==> config.mk <==
export PLATFORM = sky130hd
export DESIGN_NAME = two_port_fifo_ctrl
export DESIGN_NICKNAME = d
export VERILOG_FILES = /design/src/rtl/two_port_fifo_ctrl.sv
export SDC_FILE = /design/constraint.sdc
export NUM_CORES = 1
export LEC_CHECK = 0
export CORE_ASPECT_RATIO = 1.2
export CORE_MARGIN = 2
export CORE_UTILIZATION = 53
export CTS_CLUSTER_DIAMETER = 40
export DETAILED_ROUTE_END_ITERATION = 12
export GPL_TIMING_DRIVEN = 0
export PLACE_DENSITY = 0.95
export RECOVER_POWER = 25
export SLEW_MARGIN = 15
export SYNTH_ARGS = -nofsm -noshare
export SYNTH_HDL_FRONTEND = slang
export SYNTH_SLANG_ARGS = --single-unit
==> constraint.sdc <==
create_clock -name clk -period 8.8 [get_ports clk]
set_clock_uncertainty 0.1 [all_clocks]
set_input_delay 0.88 -clock clk [delete_from_list [all_inputs] [get_ports clk]]
set_output_delay 0.88 -clock clk [all_outputs]
set_load 0.01 [all_outputs]
==> src/rtl/two_port_fifo_ctrl.sv <==
// two_port_fifo_ctrl
//   FIFO controller that drives both ports of an external twoPortMem with a
//   one-cycle read latency. Pushes become memory writes. Reads are issued early
//   into a 2-entry output queue, so the pop side sees first-word-fall-through
//   data and the FIFO sustains one push plus one pop per cycle.
//
//   Handshakes: a transfer happens on a rising clk edge when valid and ready are
//   both high in the cycle before it. The producer holds inValid/inData until
//   it sees inReady. outValid/outData stay stable while outReady is low.
//   inReady and outValid depend only on registered state, never on the other
//   side's valid/ready. A full FIFO does not accept a push in a cycle that pops.
//
//   Occupancy: count = memCount + rdPend + outCount, where
//     memCount - words written to memory and not yet read-issued
//     rdPend   - a read was issued last cycle; readData lands in the queue now
//     outCount - words held in the output queue (0..2)
module two_port_fifo_ctrl #(
  parameter int addresses = 32,
  parameter int width = 8,
  localparam int addressWidth = $clog2(addresses)
) (
  input  logic                    clk,
  input  logic                    resetN,
  input  logic                    inValid,
  output logic                    inReady,
  input  logic [width-1:0]        inData,
  output logic                    outValid,
  input  logic                    outReady,
  output logic [width-1:0]        outData,
  output logic [addressWidth:0]   count,
  output logic [addressWidth-1:0] writeAddress,
  output logic                    writeEnable,
  output logic [width-1:0]        writeData,
  output logic [addressWidth-1:0] readAddress,
  output logic                    readEnable,
  input  logic [width-1:0]        readData
);

  // Highest memory address; pointers wrap from here back to 0.
  localparam logic [addressWidth-1:0] lastAddress = addressWidth'(addresses - 1);
  localparam logic [addressWidth-1:0] addressOne  = addressWidth'(1);
  localparam logic [addressWidth:0]   capacity    = (addressWidth + 1)'(addresses);

  logic [addressWidth-1:0] wrPtr;
  logic [addressWidth-1:0] rdPtr;
  logic [addressWidth:0]   memCount;
  logic                    rdPend;
  logic [1:0]              outCount;
  logic [width-1:0]        queueHead;
  logic [width-1:0]        queueTail;

  logic                    push;
  logic                    pop;
  logic [2:0]              queueLoad;
  logic [1:0]              afterPop;
  logic [1:0]              outCountNext;
  logic [width-1:0]        headNext;
  logic [width-1:0]        tailNext;
  logic [addressWidth:0]   pushExt;
  logic [addressWidth:0]   popExt;
  logic [addressWidth:0]   readExt;

  // Push side: accept whenever fewer than 'addresses' words are held.
  always_comb begin
    inReady      = resetN & (count < capacity);
    push         = inValid & inReady;
    writeEnable  = push;
    writeAddress = wrPtr;
    writeData    = inData;
  end

  // Pop side and read issue: only read when the queue can absorb the word,
  // counting the read already in flight and the word leaving this cycle.
  always_comb begin
    outValid    = resetN & (outCount != 2'd0);
    outData     = queueHead;
    pop         = outValid & outReady;
    queueLoad   = {1'b0, outCount} + {2'b00, rdPend} - {2'b00, pop};
    readEnable  = resetN & (memCount != '0) & (queueLoad < 3'd2);
    readAddress = rdPtr;
  end

  // Output queue next state: pop shifts the tail forward, then returning read
  // data fills the first free slot behind whatever remains.
  always_comb begin
    headNext = queueHead;
    tailNext = queueTail;
    afterPop = outCount - {1'b0, pop};
    if (pop) begin
      headNext = queueTail;
    end
    if (rdPend) begin
      if (afterPop == 2'd0) begin
        headNext = readData;
      end else begin
        tailNext = readData;
      end
    end
    outCountNext = afterPop + {1'b0, rdPend};
  end

  // Zero-extended single-bit events for the occupancy counters.
  always_comb begin
    pushExt = {{addressWidth{1'b0}}, push};
    popExt  = {{addressWidth{1'b0}}, pop};
    readExt = {{addressWidth{1'b0}}, readEnable};
  end

  // State registers: pointers, occupancy counters, read-pending flag, queue.
  always_ff @(posedge clk) begin
    if (!resetN) begin
      wrPtr     <= '0;
      rdPtr     <= '0;
      memCount  <= '0;
      rdPend    <= 1'b0;
      outCount  <= 2'd0;
      queueHead <= '0;
      queueTail <= '0;
      count     <= '0;
    end else begin
      if (push) begin
        wrPtr <= (wrPtr == lastAddress) ? '0 : wrPtr + addressOne;
      end
      if (readEnable) begin
        rdPtr <= (rdPtr == lastAddress) ? '0 : rdPtr + addressOne;
      end
      memCount  <= memCount + pushExt - readExt;
      rdPend    <= readEnable;
      outCount  <= outCountNext;
      queueHead <= headNext;
      queueTail <= tailNext;
      count     <= count + pushExt - popExt;
    end
  end

endmodule

Word level (Yosys, flattened, before mapping)
Cells that the tools add are included.
W data, S select, Z words.
{"block": "word_totals", "ff_bits": 41, "in_bits": 20, "elab_cells": 38}
{"block": "op_classes", "add_sub_neg": 10, "magnitude_cmp": 2, "n_eq_ne": 2, "mux": 5, "bitwise": 7, "reduce_logical": 4}
{"cell": "$mux W8", "n": 3}
{"cell": "$add A6 B1 Y6", "n": 2}
{"cell": "$sub A6 B1 Y6", "n": 2}
{"cell": "$add A5 B1 Y5 const B", "n": 2}
{"cell": "$eq A5 B5 Y1 const B", "n": 2}
{"cell": "$mux W5", "n": 2}
{"cell": "$and A1 B1 Y1", "n": 6}
{"cell": "$lt A6 B6 Y1 const B", "n": 1}
{"cell": "$reduce_bool A6 Y1", "n": 1}
{"cell": "$add A2 B1 Y3", "n": 1}
{"cell": "$lt A3 B2 Y1 const B", "n": 1}
{"cell": "$sub A3 B1 Y3", "n": 1}
{"cell": "$add A2 B1 Y2", "n": 1}
{"cell": "$logic_not A2 Y1", "n": 1}
{"cell": "$reduce_and A2 Y1", "n": 1}
{"cell": "$reduce_bool A2 Y1", "n": 1}
{"cell": "$sub A2 B1 Y2", "n": 1}
{"cell": "$not A1 Y1", "n": 1}

Depth between registers and ports, before layout
Gate-level depths: netlist of run 1.
{"block": "logic_depth", "ltp_word": 7, "mapped_depth": 18}

Worst setup path before layout of run 1
Ideal clock, no wire load.
{"block": "synth_path", "path_type": "input port to flip-flop", "startpoint": "in resetN", "endpoint": "reg memCount[4]", "t_arrival_ps": 4007, "path_slack_ps": 4565, "stages": 18, "path_cell_list": "buf_4 > o21a_1 > nand2_2 > inv_1 > ha_1 > nand2b_1 > fa_1 > nand2_2 > a311oi_2 > buf_4 > ha_1 > inv_1 > ha_1 > fa_1 > a21oi_1 > o21bai_1 > xnor2_1 > nor2_1"}
{"block": "synth_between", "elab_chain_cells": 6}
{"item": "start, declared", "line_no": "23", "source": "input logic resetN,"}
{"item": "$and A1 B1 Y1", "line_no": "75", "source": "outValid = resetN & (outCount != 2'd0);"}
{"item": "via outValid", "line_no": "27", "source": "output logic outValid,"}
{"item": "$and A1 B1 Y1", "line_no": "77", "source": "pop = outValid & outReady;"}
{"item": "$sub A3 B1 Y3", "line_no": "78", "source": "queueLoad = {1'b0, outCount} + {2'b00, rdPend} - {2'b00, pop};"}
{"item": "$lt A3 B2 Y1", "line_no": "79", "source": "readEnable = resetN & (memCount != '0) & (queueLoad < 3'd2);"}
{"item": "$and A1 B1 Y1", "line_no": "79"}
{"item": "via readEnable", "line_no": "35", "source": "output logic readEnable,"}
{"item": "$sub A6 B1 Y6", "line_no": "127", "source": "memCount <= memCount + pushExt - readExt;"}
{"item": "end signal, assigned", "line_no": "127"}
{"item": "end, declared", "line_no": "46", "source": "logic [addressWidth:0] memCount;"}
The timed path passes the listed nets, and every way through them passes these cells.
A chain may end at the register's enable or synchronous reset.

Worst setup path in the final report of run 1
{"block": "layout_path", "startpoint": "in outReady", "endpoint": "out readEnable"}
{"block": "layout_between", "elab_chain_cells": 4}
{"item": "start, declared", "line_no": "28", "source": "input logic outReady,"}
{"item": "$and A1 B1 Y1", "line_no": "77"}
{"item": "$sub A3 B1 Y3", "line_no": "78"}
{"item": "$lt A3 B2 Y1", "line_no": "79"}
{"item": "$and A1 B1 Y1", "line_no": "79"}
{"item": "end, declared", "line_no": "35"}
No other way between the ends.

==> results.sh, run 1 <==
export IMPL_clockBufferDepth=2
export IMPL_drc_errors=0
export IMPL_min_period_ns=4.74
export IMPL_yosysWarningCount=0
export IMPL_yosysTopAreaCell="dfxtp_1"
export IMPL_synth_top_cell_area_share=0.370
export IMPL_nNetsFinal=339
export IMPL_ant_nets=0
export IMPL_grt_pass1_vias=1821
export IMPL_ios=56
export IMPL_syn_to_final_growth_pct=26.8
export IMPL_crit_type="in2out"
export IMPL_syn_cell_area_um2=2220
export IMPL_cts_resized=0
export IMPL_worst_pin_slew_ns=0.559
export IMPL_placed_area_um2=2750
export IMPL_postSynthNetCount=286
export IMPL_hpwl_mm=3.60
export IMPL_overflow=0
export IMPL_synthTopCellsByArea="dfxtp_1, ha_1, mux2i_1"
export IMPL_cp_arrival_ns=3.76
export IMPL_grt_pass1_wl_mm=7.54
export IMPL_htree_levels=2
export IMPL_synth_cells=241
export IMPL_status="finished, final reports clean"
export IMPL_hold_path_class="reg2reg"
export IMPL_crit_required_ns=7.82
export IMPL_cts_root_buf="clkbuf_8"
export IMPL_cp_end_kind="output port"
export IMPL_layout_common_cells="dfxtp_1, clkdlybuf4s50_1, inv_1"
export IMPL_grt_max_degree=12
export IMPL_finalWirelength_mm=4.66
export IMPL_dieArea_um2=4720
export IMPL_diodes=0
export IMPL_fp_coreArea_um2=3970
export IMPL_drive_above_1_share=0.0853
export IMPL_start_kind="primary input"
export IMPL_drt_initial_drc_count=57
export IMPL_final_common_cell="dfxtp_1"
export IMPL_fmax_mhz=211
export IMPL_via_per_inst=5.39
export IMPL_hold_violations=0
export IMPL_dr_pass1_iters=4
export IMPL_hold_buffers=0
export IMPL_rows=25
export IMPL_drt_wirelength_per_cell_um=13.4
export IMPL_gp_congestion=0.784
export IMPL_crit_path_max_fanout=11
export IMPL_ys_ff_latch=41
export IMPL_power_leakage_nw=1.31
export IMPL_num_vias=1869
export IMPL_io_buffers=46
export IMPL_synthDistinctLibCells=44
export IMPL_die_x_um=63.1
export IMPL_grt_usage=0.205
export IMPL_antenna_found_initial=0
export IMPL_powerDensity_nw_per_um2=313
export IMPL_setup_viol=0
export IMPL_rsz0062_at_grt="no"
export IMPL_relSlewSlack=0.628
export IMPL_cts_setup_buffers=0
export IMPL_max_cap_viol_count=0
export IMPL_syn_area_per_cell_um2=9.20
export IMPL_ys_seq_area_frac=0.370
export IMPL_tritoncts="built"
export IMPL_cts_made_buffers=5
export IMPL_clock_sinks=41
export IMPL_drv_slew=0
export IMPL_period_share=0.539
export IMPL_fin_area_um2=2810
export IMPL_cts_clk_slew_worst_paths_ns=0.07
export IMPL_die_h_um=74.9
export IMPL_start_util=0.558
export IMPL_vdd_drop_max_v=0.000197
export IMPL_insertion_delay_ns=0.29
export IMPL_tns_ns=0
[cell families (layout without fill, tap and decap cells)]
kind of cell	Yosys count	count (layout)	share of synthesized area
AOI/OAI and AO/OA	48	48	0.136
xor gates and xnor gates	6	6	0.0237
adders and majority gates	25	25	0.151
buffers and inverters	40	92	0.0880
DFF	41	41	0.370
muxes	17	17	0.0767
and+or+nand+nor	64	64	0.155
[Yosys cell counts (all sizes together)]
cell,number
dfxtp,41
inv,24
ha,22
nor2,21
o21ai,19
mux2i,17
a21oi,15
buf,11
nand2,10
and2,5
clkbuf,5
and3,4
nor3,4
xnor2,4
fa,3
nand2b,3
nand4,3
nor3b,3
a311oi,2
a31o,2
nand3,2
nor2b,2
nor4,2
or3,2
xor2,2
a21boi,1
a21o,1
a31oi,1
a41oi,1
and4bb,1
nand3b,1
o211ai,1
o21a,1
o21bai,1
o22ai,1
o311ai,1
o41a,1
or4b,1
[layer usage]
layer	GRT usage	wire, um	vias to the layer above
met1	0.208	1860	877
li1	-	-	939
met2	0.396	2530	43
met5	0	0	-
met4	0.101	105	0
met3	0.0523	164	10
[critical path, cell delays in order]
cell	delay, ns
clkdlybuf4s50_1	0.43
nand2_2	0.25
inv_1	0.16
ha_1	0.29
nand2b_1	0.15
fa_1	0.50
nand2_2	0.06
a311oi_2	0.26
buf_4	0.23
clkdlybuf4s50_1	0.55
[sequential cells by signal, indices dropped and copies added (netlist names)]
| name | count |
|---|---|
| outData | 8 |
| queueTail | 8 |
| writeAddress | 5 |
| count | 6 |
| readAddress | 5 |
| memCount | 6 |
| rdPend | 1 |
| outCount | 2 |
[area by class of cell]
type,instances,area (um^2)
Sequential cell,41,821
Tap cell,54,67.6
Inverter,24,90.1
Buffer,16,97.6
Clock inverter,1,5.00
Multi-Input combinational cell,160,1200
Fill cell,295,1160
Clock buffer,5,68.8
Timing Repair Buffer,46,460
[path summary, 6_finish.rpt]
kind                                     start        endpoint  slack [ns]  depth (start not counted)
worst min register to register  readAddress[4]  readAddress[4]        0.39                          2
worst min-delay path            readAddress[4]  readAddress[4]        0.39                          2
worst max register to register     outCount[1]     memCount[4]        4.74                         17
worst max-delay path                  outReady      readEnable        4.06                         10
[stage by stage]
step	worst slack, ns	hold slack [ns]	power [mW]	utilization	std cells
3_3_place_gp	4.10	0.365	0.748	0.691	341
5_1_grt	3.94	0.409	0.954	0.708	347
6_report	4.06	0.387	0.881	0.708	347
3_5_place_dp	4.05	0.383	0.780	0.691	341
4_1_cts	4.05	0.393	0.896	0.710	347
2_1_floorplan	4.57	0.363	0.616	-	241
[where the power goes]
part	total [mW]	internal, mW	switching (mW)
registers	0.284	0.245	0.0396
clock network	0.113	0.0522	0.0608
logic	0.484	0.235	0.249
total	0.881	0.532	0.349
Note: power is estimated with default switching activity, not from simulation.
==> inputs of run 2 (changes only) <==
Settings changed: CORE_UTILIZATION 53 to 44, PLACE_DENSITY 0.95 to 0.88.
Clock period 8.8 ns to 4 ns, I/O delays scaled along.
==> run 2 against run 1 <==
Net effect:
- wire length is 3.2% lower
- global-route usage is 3.3 points lower
- sequential power is 120% higher
- flip-flop and latch count stayed put
- clock power is 150% higher
- register-to-register slack worse by 4.5 ns
- combinational power is 120% higher
- worst setup slack worse by 3.8 ns
- count of clock-buffer cells in the layout is 1 higher
- first-iteration DRC count is 7.0% higher
- cell area is 1.5% higher
- utilization is 13 points lower
- largest power group unchanged
==> results.sh, run 2 (synthesized netlist as in run 1, its figures left out) <==
export IMPL_status="finished, final reports clean"
export IMPL_nNetsFinal=339
export IMPL_cp_end_kind="flop"
export IMPL_drc_errors=0
export IMPL_cts_setup_buffers=0
export IMPL_cpMaxStageDelayCell="fa_1"
export IMPL_cp_arrival_ns=3.86
export IMPL_hold_violations=0
export IMPL_diodes=0
export IMPL_hpwl_mm=3.49
export IMPL_placed_area_um2=2750
export IMPL_hold_path_class="in2reg"
export IMPL_crit_type="reg2reg"
export IMPL_finalWirelength_mm=4.51
export IMPL_cts_clk_slew_worst_paths_ns=0.08
export IMPL_htree_levels=2
export IMPL_clock_sinks=41
export IMPL_insertion_delay_ns=0.30
export IMPL_multi_input_area_um2=1210
export IMPL_grt_pass1_wl_mm=7.27
export IMPL_antenna_found_initial=0
export IMPL_rsz0062_at_grt="no"
export IMPL_grt_usage=0.172
export IMPL_clockBufferDepth=2
export IMPL_cpLargestDelayFamily="adder cells"
export IMPL_fill_cells=452
export IMPL_worst_pin_slew_ns=0.560
export IMPL_ant_nets=0
export IMPL_fin_area_um2=2850
export IMPL_rows=28
export IMPL_drt_initial_drc_count=61
export IMPL_setup_viol=0
export IMPL_p_sw_frac=0.389
export IMPL_power_leakage_nw=1.31
export IMPL_dr_pass1_iters=4
export IMPL_path_cells="o21a_1 -> nand2_4 -> inv_2 -> ha_1 -> nand2b_1 -> fa_1 -> nand2_2 -> a311oi_2 -> buf_6 -> ha_1 -> inv_1 -> ha_1 -> fa_1 -> a21oi_1 -> o21bai_1 -> xnor2_1 -> nor2_1"
export IMPL_grt_max_degree=13
export IMPL_start_util=0.452
export IMPL_ios=56
export IMPL_p_sw_uw=768
export IMPL_syn_to_final_growth_pct=28.7
export IMPL_clkPwrFrac=0.142
export IMPL_start_kind="flop"
export IMPL_tritoncts="built"
export IMPL_overflow=0
export IMPL_max_cap_viol_count=0
export IMPL_drv_slew=0
export IMPL_seq_power_share=0.317
export IMPL_gp_congestion=0.857
export IMPL_hold_buffers=0
export IMPL_dieArea_um2=5630
export IMPL_post_place_ws_ns=-0.201
export IMPL_crit_path_max_fanout=11
export IMPL_fin_util=0.582
export IMPL_worst_path_buf_inv=3
export IMPL_fp_coreArea_um2=4900
export IMPL_cts_made_buffers=5
export IMPL_power_share_combinational=0.541
export IMPL_vdd_drop_max_v=0.000274
export IMPL_cts_root_buf="clkbuf_8"
export IMPL_min_period_ns=3.79
export IMPL_crit_top_cell="ha_1"
export IMPL_slowest_delay_ns=0.51
export IMPL_powerDensity_nw_per_um2=691
export IMPL_p_int_mw=1.20
export IMPL_io_buffers=46
export IMPL_drive_above_1_share=0.0986
export IMPL_final_common_cell="dfxtp_1"
export IMPL_period_share=0.948
export IMPL_layout_setup_ws_ns=0.209
export IMPL_fmax_mhz=264
export IMPL_relSlewSlack=0.627
export IMPL_drt_wirelength_per_cell_um=12.8
export IMPL_crit_required_ns=4.07
export IMPL_grt_pass1_vias=1734
export IMPL_die_h_um=81.8
export IMPL_num_vias=1849
export IMPL_via_per_inst=5.22
export IMPL_seq_area_um2=822
export IMPL_die_x_um=68.8
export IMPL_layout_common_cells="dfxtp_1, clkdlybuf4s50_1, inv_1, ha_1, nor2_1"
## run 2: cell types whose count changed in the layout (fill, tap and decap cells not counted), sizes merged
cell           previous run  this run
dlygate4sd3              15        16
clkinv                    1         0
buf                      10        11
clkinvlp                  0         1
clkdlybuf4s50            31        30
## run 2: path summary, 6_finish.rpt
kind | from | to | slack [ns] | cells past startpoint
setup reg to reg | outCount[1] | memCount[4] | 0.21 | 17
setup / recovery | outCount[1] | memCount[4] | 0.21 | 17
hold reg to reg | readAddress[4] | readAddress[4] | 0.40 | 2
hold / removal | resetN | rdPend | 0.31 | 3
## run 2: metrics by stage
stage,setup TNS [ns],hold WS [ns],power [mW],instances
after detailed placement,-0.483,0.384,1.71,347
after global placement,-0.222,0.373,1.65,347
final,0,0.310,1.97,354
after CTS,0,0.308,1.99,354
after global routing,0,0.309,2.14,354
after floorplan,0,0.363,1.36,241
## run 2: routing by layer
layer	track usage	share of wire	routed length [um]
met3	0.0521	0.041	185
met2	0.302	0.53	2390
met1	0.184	0.41	1830
met5	0	0	0
met4	0.0843	0.023	102
## run 2: cell type report
class,count,area share
buffer,16,0.0381
clock buffer,6,0.0289
clock inverter,1,0.00263
inverter,24,0.0316
multi-input combinational,160,0.423
sequential,41,0.288
tap,60,0.0263
timing repair buffer,46,0.161
## run 2: what timing repair did
item,CTS,global route
endpoints found under the hold margin,0,0
endpoints found under the setup margin,1,3
gates resized for setup,1,3
pin swaps,0,1
## run 2: power by group through the flow
stage	clock network [mW]	registers, mW	logic [mW]
final	0.280	0.625	1.07
after global routing	0.302	0.642	1.19
after floorplan	0	0.651	0.705
after detailed placement	0	0.636	1.07
after CTS	0.289	0.627	1.08
after global placement	0	0.629	1.02
## run 2: worst reg2reg max path, delay by kind of cell (launching register included)
| family | cells | cell delay [ns] |
|---|---|---|
| XOR/XNOR | 1 | 0.13 |
| AO/OA/AOI/OAI | 4 | 0.77 |
| buffers and inverters | 3 | 0.33 |
| flip-flops | 1 | 0.36 |
| AND/OR/NAND/NOR | 4 | 0.44 |
| adder cells (fa/ha/maj) | 5 | 1.53 |
